## config.mk

```make
export PLATFORM = sky130hd
export DESIGN_NAME = dmem_arbiter
export DESIGN_NICKNAME = d
export VERILOG_FILES = /design/src/rtl/dmem_pkg.sv /design/src/rtl/dmem_arb_core.sv /design/src/rtl/dmem_arbiter.sv
export SDC_FILE = /design/constraint.sdc
export NUM_CORES = 1
export LEC_CHECK = 0
export ABC_AREA = 0
export CORE_AREA = 4 4 121 123
export CTS_BUF_LIST = sky130_fd_sc_hd__clkbuf_8 sky130_fd_sc_hd__clkbuf_16
export CTS_CLUSTER_DIAMETER = 120
export DETAILED_ROUTE_END_ITERATION = 10
export DIE_AREA = 0 0 125 127
export PLACE_DENSITY = 0.8
export SYNTH_ARGS = -nofsm -noshare
export SYNTH_HDL_FRONTEND = slang
export SYNTH_SLANG_ARGS = --single-unit
```

## constraint.sdc

```tcl
create_clock -name clk -period 1.7 [get_ports clk]
set_input_delay 0.34 -clock clk [delete_from_list [all_inputs] [get_ports clk]]
set_output_delay 0.34 -clock clk [all_outputs]
set_load 0.05 [all_outputs]
```

## src/rtl/dmem_pkg.sv

```systemverilog
// Shared types and default widths for the data-memory arbiter slice.
package dmem_pkg;

    localparam int DMEM_ADDR_W = 32;
    localparam int DMEM_DATA_W = 32;

    // Which master a pending read response belongs to.
    typedef enum logic [1:0] {
        OWN_NONE = 2'd0,
        OWN_M0   = 2'd1,
        OWN_M1   = 2'd2
    } owner_e;

endpackage

```

## src/rtl/dmem_arb_core.sv

```systemverilog
// Grant/priority logic for the two dmem masters: fixed priority to m0,
// a starvation guard for m1, and a bounded m1 burst lock.
module dmem_arb_core #(
    parameter int STARVE_LIM = 4,
    parameter int MAX_LOCK   = 8
) (
    input  logic clk,
    input  logic rst,
    input  logic m0_req,
    input  logic m1_req,
    input  logic m1_lock,
    output logic m0_gnt,
    output logic m1_gnt
);

    localparam int SW = $clog2(STARVE_LIM + 1);
    localparam int LW = $clog2(MAX_LOCK + 1);
    localparam logic [SW-1:0] STARVE_MAX = SW'(STARVE_LIM);
    localparam logic [LW-1:0] LOCK_MAX   = LW'(MAX_LOCK);

    logic [SW-1:0] starve_cnt;
    logic [LW-1:0] lock_cnt;
    logic          prev_m1;
    logic          locked;
    logic          starved;

    // Priority decision; grants are forced low while reset is asserted so
    // nothing reaches dmem during reset.
    always_comb begin
        m0_gnt  = 1'b0;
        m1_gnt  = 1'b0;
        locked  = m1_lock & m1_req & prev_m1 & (lock_cnt < LOCK_MAX);
        starved = m1_req & (starve_cnt >= STARVE_MAX);
        if (rst) begin
            if (locked | starved) begin
                m1_gnt = 1'b1;
            end else if (m0_req) begin
                m0_gnt = 1'b1;
            end else if (m1_req) begin
                m1_gnt = 1'b1;
            end
        end
    end

    // Starvation and burst-lock bookkeeping. lock_cnt saturates at MAX_LOCK
    // so an expired lock stays expired until m0 wins or the burst ends.
    always_ff @(posedge clk or negedge rst) begin
        if (!rst) begin
            starve_cnt <= '0;
            lock_cnt   <= '0;
            prev_m1    <= 1'b0;
        end else begin
            prev_m1 <= m1_gnt;

            if (m1_gnt || !m1_req) begin
                starve_cnt <= '0;
            end else if (starve_cnt != STARVE_MAX) begin
                starve_cnt <= starve_cnt + SW'(1);
            end

            if (m1_gnt && m1_lock) begin
                if (lock_cnt != LOCK_MAX) begin
                    lock_cnt <= lock_cnt + LW'(1);
                end
            end else begin
                lock_cnt <= '0;
            end
        end
    end

endmodule

```

## src/rtl/dmem_arbiter.sv

```systemverilog
// Shares the single-port dmem between the CPU LSU (m0) and the debug /
// program-loader port (m1). Adds the request mux and read-response routing
// around the grant core.
module dmem_arbiter
    import dmem_pkg::*;
#(
    parameter int ADDR_W     = DMEM_ADDR_W,
    parameter int DATA_W     = DMEM_DATA_W,
    parameter int STARVE_LIM = 4,
    parameter int MAX_LOCK   = 8
) (
    input  logic                clk,
    input  logic                rst,
    input  logic                m0_req,
    input  logic                m0_we,
    input  logic [ADDR_W-1:0]   m0_addr,
    input  logic [DATA_W-1:0]   m0_wdata,
    input  logic [DATA_W/8-1:0] m0_be,
    output logic                m0_gnt,
    output logic                m0_rvalid,
    output logic [DATA_W-1:0]   m0_rdata,
    input  logic                m1_req,
    input  logic                m1_we,
    input  logic [ADDR_W-1:0]   m1_addr,
    input  logic [DATA_W-1:0]   m1_wdata,
    input  logic [DATA_W/8-1:0] m1_be,
    input  logic                m1_lock,
    output logic                m1_gnt,
    output logic                m1_rvalid,
    output logic [DATA_W-1:0]   m1_rdata,
    output logic                mem_en,
    output logic                mem_we,
    output logic [ADDR_W-1:0]   mem_addr,
    output logic [DATA_W-1:0]   mem_wdata,
    output logic [DATA_W/8-1:0] mem_be,
    input  logic [DATA_W-1:0]   mem_rdata
);

    owner_e              rsp_owner;
    logic [DATA_W-1:0]   m0_hold;
    logic [DATA_W-1:0]   m1_hold;

    dmem_arb_core #(
        .STARVE_LIM (STARVE_LIM),
        .MAX_LOCK   (MAX_LOCK)
    ) u_core (
        .clk     (clk),
        .rst     (rst),
        .m0_req  (m0_req),
        .m1_req  (m1_req),
        .m1_lock (m1_lock),
        .m0_gnt  (m0_gnt),
        .m1_gnt  (m1_gnt)
    );

    assign mem_en = m0_gnt | m1_gnt;

    // Drive dmem with the winner's fields; all zero when nobody is granted.
    always_comb begin
        mem_we    = 1'b0;
        mem_addr  = '0;
        mem_wdata = '0;
        mem_be    = '0;
        if (m1_gnt) begin
            mem_we    = m1_we;
            mem_addr  = m1_addr;
            mem_wdata = m1_wdata;
            mem_be    = m1_be;
        end else if (m0_gnt) begin
            mem_we    = m0_we;
            mem_addr  = m0_addr;
            mem_wdata = m0_wdata;
            mem_be    = m0_be;
        end
    end

    // Tag each granted read with its owner so the data returning one cycle
    // later goes to the right master; writes leave no tag.
    always_ff @(posedge clk or negedge rst) begin
        if (!rst) begin
            rsp_owner <= OWN_NONE;
        end else if (mem_en && !mem_we) begin
            rsp_owner <= m1_gnt ? OWN_M1 : OWN_M0;
        end else begin
            rsp_owner <= OWN_NONE;
        end
    end

    assign m0_rvalid = (rsp_owner == OWN_M0);
    assign m1_rvalid = (rsp_owner == OWN_M1);

    // Remember the last delivered word per master so rdata holds between
    // responses.
    always_ff @(posedge clk or negedge rst) begin
        if (!rst) begin
            m0_hold <= '0;
            m1_hold <= '0;
        end else begin
            if (m0_rvalid) m0_hold <= mem_rdata;
            if (m1_rvalid) m1_hold <= mem_rdata;
        end
    end

    assign m0_rdata = m0_rvalid ? mem_rdata : m0_hold;
    assign m1_rdata = m1_rvalid ? mem_rdata : m1_hold;

endmodule

```

Word-level counts from Yosys, hierarchy flattened
Index checks and enable logic that the tools add are counted.
- add/sub/neg operators: 2
- $lt $le $gt $ge: 2
- equality and inequality tests: 5
- mux-type cells: 23
- bitwise gates (word level): 6
- reduce and logical (&&, ||, !) cells: 6
- operator list (cell ; count):
    $mux W32 ; 6
    $mux W4 ; 4
    $mux W1 ; 9
    $mux W3 ; 2
    $add A4 B1 Y4 const B ; 1
    $and A1 B1 Y1 ; 4
    $lt A4 B4 Y1 const B ; 1
    $mux W2 ; 2
    $ne A4 B4 Y1 const B ; 1
    $add A3 B1 Y3 const B ; 1
    $ge A3 B3 Y1 const B ; 1
    $ne A3 B3 Y1 const B ; 1
    $eq A2 B1 Y1 const B ; 1
    $eq A2 B2 Y1 const B ; 1
    $logic_and A1 B1 Y1 ; 2
    $logic_not A1 Y1 ; 2
    $ne A2 B2 Y1 const B ; 1
    $or A1 B1 Y1 ; 2
    $reduce_bool A2 Y1 ; 1
    $logic_or A1 B1 Y1 ; 1
- register bits after elaboration: 74
- input port bits: 175
- output and inout port bits: 138
- logic and storage cells: 50

Longest topological paths before layout
Gate-level depths: netlist of run 1.
- depth in word-level cells: 11
- mapped depth: 5
- mapped depth without buffers: 5

Hierarchy
Synthesis of run 1 repeated with hierarchy kept, for this count alone.
- cell total of the unflattened synthesis: 275
- area total of the unflattened synthesis: 3866.2 um^2
- modules (own cells, without submodules) (module ; times used ; cells each ; area each (um^2) ; seq. area each (um^2)):
    dmem_arbiter ; 1 ; 232 ; 3415.8 ; 1651.6
    dmem_arb_core ; 1 ; 43 ; 450.4 ; 200.2

Worst setup path after synthesis of run 1
OpenSTA, ideal clock, no wires.
- path type: register -> output
- start point: register u_core.lock_cnt[3]
- end point: output port mem_addr[22]
- data arrival time: 1.847 ns
- data required time: 1.360 ns
- path slack: -0.487 ns
- stages on the path, launching flop included: 6
- buffers on the path: 2
- cells stage by stage: dfrtp_1 > and3b_1 > o21ai_2 > buf_4 > buf_6 > o22ai_1
- cells in the longest elaborated chain, start to end: 7
- elaborated cells between the ends (all ways): 9
- classes of those cells: order compare: 1; mux: 6; bitwise: 2
- ends and longest elaborated chain (element ; RTL line ; source):
    start: declaration ; dmem_arb_core.sv:22 ; logic [LW-1:0] lock_cnt;
    start signal: assignment ; dmem_arb_core.sv:63 ; lock_cnt <= lock_cnt + LW'(1);
    $lt A4 B4 Y1 (*) ; dmem_arb_core.sv:32 ; locked = m1_lock & m1_req & prev_m1 & (lock_cnt < LOCK_MAX);
    $and A1 B1 Y1 (*) ; dmem_arb_core.sv:32 ;
    $or A1 B1 Y1 (*) ; dmem_arb_core.sv:35 ; if (locked | starved) begin
    $mux W1 ; dmem_arb_core.sv:35 ;
    $mux W1 ; dmem_arb_core.sv:34 ; if (rst) begin
    $mux W32 ; dmem_arbiter.sv:69 ; end else if (m0_gnt) begin
    $mux W32 (*) ; dmem_arbiter.sv:64 ; if (m1_gnt) begin
    end: declaration ; dmem_arbiter.sv:33 ; output logic [ADDR_W-1:0] mem_addr,
Mark *: on every way between the ends. The rest lies on a longest branch, timed or not.

Worst setup path in the final report of run 1
- start point: register u_core.starve_cnt[2]
- end point: output port mem_wdata[27]
- cells in the longest elaborated chain, start to end: 7
- elaborated cells between the ends (all ways): 9
- classes of those cells: order compare: 1; mux: 6; bitwise: 2
- ends and longest elaborated chain (element ; RTL line ; source):
    start: declaration ; dmem_arb_core.sv:21 ; logic [SW-1:0] starve_cnt;
    start signal: assignment ; dmem_arb_core.sv:58 ; starve_cnt <= starve_cnt + SW'(1);
    $ge A3 B3 Y1 (*) ; dmem_arb_core.sv:33 ; starved = m1_req & (starve_cnt >= STARVE_MAX);
    $and A1 B1 Y1 (*) ; dmem_arb_core.sv:33 ;
    $or A1 B1 Y1 (*) ; dmem_arb_core.sv:35 ;
    $mux W1 ; dmem_arb_core.sv:35 ;
    $mux W1 ; dmem_arb_core.sv:34 ;
    $mux W32 ; dmem_arbiter.sv:69 ;
    $mux W32 (*) ; dmem_arbiter.sv:64 ;
    end: declaration ; dmem_arbiter.sv:34 ; output logic [DATA_W-1:0] mem_wdata,
Marks and branches as above.

==> results.tsv, run 1 <==
stage	metric	value	unit
outcome	status	finished with violations	
outcome	failing checks	negative setup slack	
drt	via count	5157	
timing	setup TNS	-57.92	ns
timing	Final Cycle Share	129	%
clock_tree	TritonCTS clock tree	done	
drt	routed vias/inst	5.06	
final_layout	antenna cells	0	
synthesis	FF+latch count, synth	74	
synthesis	synth unique cells	26	
die	Initial Util	29.4	%
die	die height	127	um
drt	Routed Antenna Nets	0	
power	P per Cell Area	938	nW/um2
synthesis	syn nets	608	
die	Site Rows	43	
drt	First-pass DRT Iterations	5	
timing	RSZ-0062 raised after global routing	yes	
power	Net Sw Power	4.15	mW
power	Final Power	10.3	mW
power	Clk pwr share	17.5	%
grt	number of global-route vias before repair	5477	
critical_path	Max stage delay on crit path	0.41	ns
grt	largest net degree at the start of global routing	45	
critical_path	CP Cell Sequence	buf_6 > nand2_4 > o311ai_4 > buf_6 > clkbuf_16 > buf_12 > o22ai_4 > buf_6	
power	peak supply drop	0.000569	V
clock_tree	H-tree levels	3	
die	Core ar.	13700	um2
drt	routed wire length	24.1	mm
critical_path	Critical Path End Type	primary output	
run	max_cap viols	0	
grt	first-pass GRT wire length	33.0	mm
power	Net Sw Frac	40.3	%
clock_tree	CTS Root Cell	clkbuf_16	
timing	fin worst setup slack	-0.498	ns
power	Static Leak	4.76	nW
clock_tree	CTS buffer count	9	
critical_path	Crit Path Max Fanout	5	
critical_path	CP most frequent cell	buf_6	
drt	DRC Markers	0	
grt	antenna violations before repair	0	
clock_tree	Clk Latency, worst-skew pair	0.33	ns
timing	Final Max Tran Viols	0	
power	internal power	6.14	mW
synthesis	Ys Warns	0	
critical_path	CP max stage cell	dfrtp_1	
timing	fin crit period	2.20	ns
timing	Max Clock Freq	455	MHz
synthesis	register area share after synthesis	46.1	%
hold_path	hold crit path type	input pin to async pin	
drt	drt wl/cell	23.6	um
clock_tree	CTS Hold Bufs	0	
final_layout	Final nets	1014	
clock_tree	Clock transition at path regs	0.06	ns
timing	Fin Clk Skew	0.00976	ns
critical_path	Startpoint Class	flop	
clock_tree	total clock sinks	74	
critical_path	CP arrival	1.86	ns
timing	final-report hold violation count	0	
die	Die ar.	15900	um2
grt	gr usage total	26.7	%
timing	Setup-failing EPs final	137	
power	sequential share of power	22.3	%
drt	Starting DRT DRC Count	266	
synthesis	Post-Syn Instances	429	
die	Die X	125	um
final_layout	area delta synth->final	173	%
place	routability congestion estimate	0.957	
synthesis	Mapped Avg Cell Area	9.35	um2
die	IO Count	313	
synthesis	Synth Cell Area	4010	um2
timing	worst-margin pin slew	0.430	ns
clock_tree	clk buf depth	2	
grt	final global-route overflow total	0	
place	DPL Wire Length	14.5	mm
timing	Worst slew margin	71.3	%
final_layout	ratio of cells with drive above 1 in the final layout	50.5	%
place	number of port buffers	312	
power	logic gate share of total power	60.2	%
final_layout	Filler cells	694	
place	DP Worst Slack	-0.656	ns
critical_path	worst setup path class	flop to primary output	
critical_path	Critical Path RT	1.36	ns
-- state kept, by name (all words and copies together), names as in the netlist --
signal	flops
m0_hold	32
m1_hold	32
u_core.lock_cnt	4
u_core.starve_cnt	3
rsp_owner	2
u_core.prev_m1	1
-- cell usage after synthesis, drive strengths merged --
library cell  count  share of area (%)
buf              22                3.0
nor2              8               0.75
xnor2             2               0.44
o22ai            69                 11
and3b             1               0.22
and3              2               0.31
o2111a            1               0.28
mux2             65                 18
nor2b             1               0.16
o311ai            1               0.65
dfrtp            74                 46
nor3              2               0.25
xor2              2               0.44
mux2i             1               0.25
o21ai             2               0.34
o2111ai           1               0.22
nand3             1               0.12
inv               7               0.65
nand3b            2               0.37
nand2b            2               0.31
nand2           142                 13
clkbuf           17                1.6
ha                4                1.2
-- critical path, delay by kind of cell (launching register included) --
kind,cells,cell delay (ns)
AO/OA/AOI/OAI,2,0.24
buffers and inverters,5,0.81
flip-flops,1,0.41
AND/OR/NAND/NOR,1,0.07
-- cell families (layout without fill, tap and decap cells) --
logic type	Yosys count	in the layout	share of synthesized area, %
AO/OA/AOI/OAI	74	74	12.3
XOR/XNOR	4	4	0.873
adder cells (fa/ha/maj)	4	4	1.25
buffers and inverters	46	457	5.21
flip-flops	74	74	46.1
multiplexers	66	66	18.5
AND/OR/NAND/NOR	161	161	15.8
-- metal layers --
layer  global-route usage (%)  share of wire (%)  vias up
li1                         -                  -     2314
met1                     29.6                 37     2537
met2                     49.9                 54      260
met3                     5.98                6.1       46
met4                     9.95                3.2        0
met5                        0                  0        -
-- cell type report --
| class | instances | area (um2) | share of cell area [%] |
|---|---|---|---|
| tap | 180 | 225 | 2.05 |
| timing repair buffer | 434 | 5390 | 49.1 |
| clock buffer | 10 | 239 | 2.18 |
| sequential | 74 | 1850 | 16.9 |
| clock inverter | 6 | 43.8 | 0.399 |
| inverter | 7 | 28.8 | 0.262 |
| multi-input combinational | 309 | 3190 | 29.1 |
-- stage by stage --
step / cell area [um2] / hold WS, ns / cells / utilization [%]
6_report: 11000 / 0.152 / 1020 / 80.3
5_1_grt: 11000 / 0.169 / 1020 / 80.3
4_1_cts: 10300 / 0.152 / 988 / 75.1
3_5_place_dp: 8600 / 0.481 / 925 / 62.9
3_3_place_gp: 8600 / 0.477 / 925 / 62.9
2_1_floorplan: 4880 / 0.0444 / 429 / -
-- final timing paths --
check                                     start       endpoint  slack (ns)  depth (start not counted)
max                        u_core.starve_cnt[2]  mem_wdata[27]       -0.50                          8
min                                         rst     m1_hold[8]        0.15                          2
max reg2reg                        rsp_owner[0]     m0_hold[4]        0.08                          6
min reg2reg                         m0_hold[17]    m0_hold[17]        0.51                          1
max in group asynchronous                   rst     m0_hold[3]        1.13                          2
min in group clk                    m0_hold[17]    m0_hold[17]        0.51                          1
-- power by group through the flow --
| stage | registers (mW) | logic (mW) | clock network [mW] |
|---|---|---|---|
| floorplan | 2.21 | 2.82 | 0 |
| global placement | 2.22 | 4.83 | 0 |
| CTS | 2.24 | 5.70 | 1.79 |
| global route | 2.32 | 6.35 | 1.91 |
| finish | 2.29 | 6.20 | 1.81 |
| detailed placement | 2.25 | 4.91 | 0 |
-- placed cells by master, fill, tap and decap left out, types with 3 or more instances in the layout --
| cell | netlist | final |
|---|---|---|
| buf_12 | 0 | 55 |
| ha_1 | 4 | 4 |
| o22ai_4 | 0 | 66 |
| buf_4 | 1 | 61 |
| buf_6 | 1 | 80 |
| dlygate4sd2_1 | 0 | 3 |
| inv_1 | 7 | 6 |
| o22ai_2 | 0 | 3 |
| nor2_1 | 8 | 5 |
| nor2_4 | 0 | 3 |
| dfrtp_1 | 74 | 74 |
| buf_8 | 0 | 45 |
| clkinvlp_4 | 0 | 3 |
| mux2_4 | 0 | 64 |
| clkdlybuf4s50_1 | 0 | 170 |
| nand2_1 | 142 | 140 |
| clkbuf_16 | 0 | 18 |
| buf_16 | 0 | 11 |
-- timing repair --
action                     in CTS  in global routing
pin swaps                      10                 57
resized for setup             200                 96
cloned                         13                  9
setup endpoints to repair     136                137
setup buffers                  35                 30
hold endpoints to repair        0                  0
(Power assumes the default switching activity.)
==> inputs of run 2 (changes only) <==
--- a/config.mk
+++ b/config.mk
@@ -6,6 +6,7 @@
 export NUM_CORES = 1
 export LEC_CHECK = 0
 export ABC_AREA = 0
+export CAP_MARGIN = 25
 export CORE_AREA = 4 4 121 123
 export CTS_BUF_LIST = sky130_fd_sc_hd__clkbuf_8 sky130_fd_sc_hd__clkbuf_16
 export CTS_CLUSTER_DIAMETER = 120
==> results of run 2 <==
The final DEF is identical to that of run 1; final timing and power are the same.
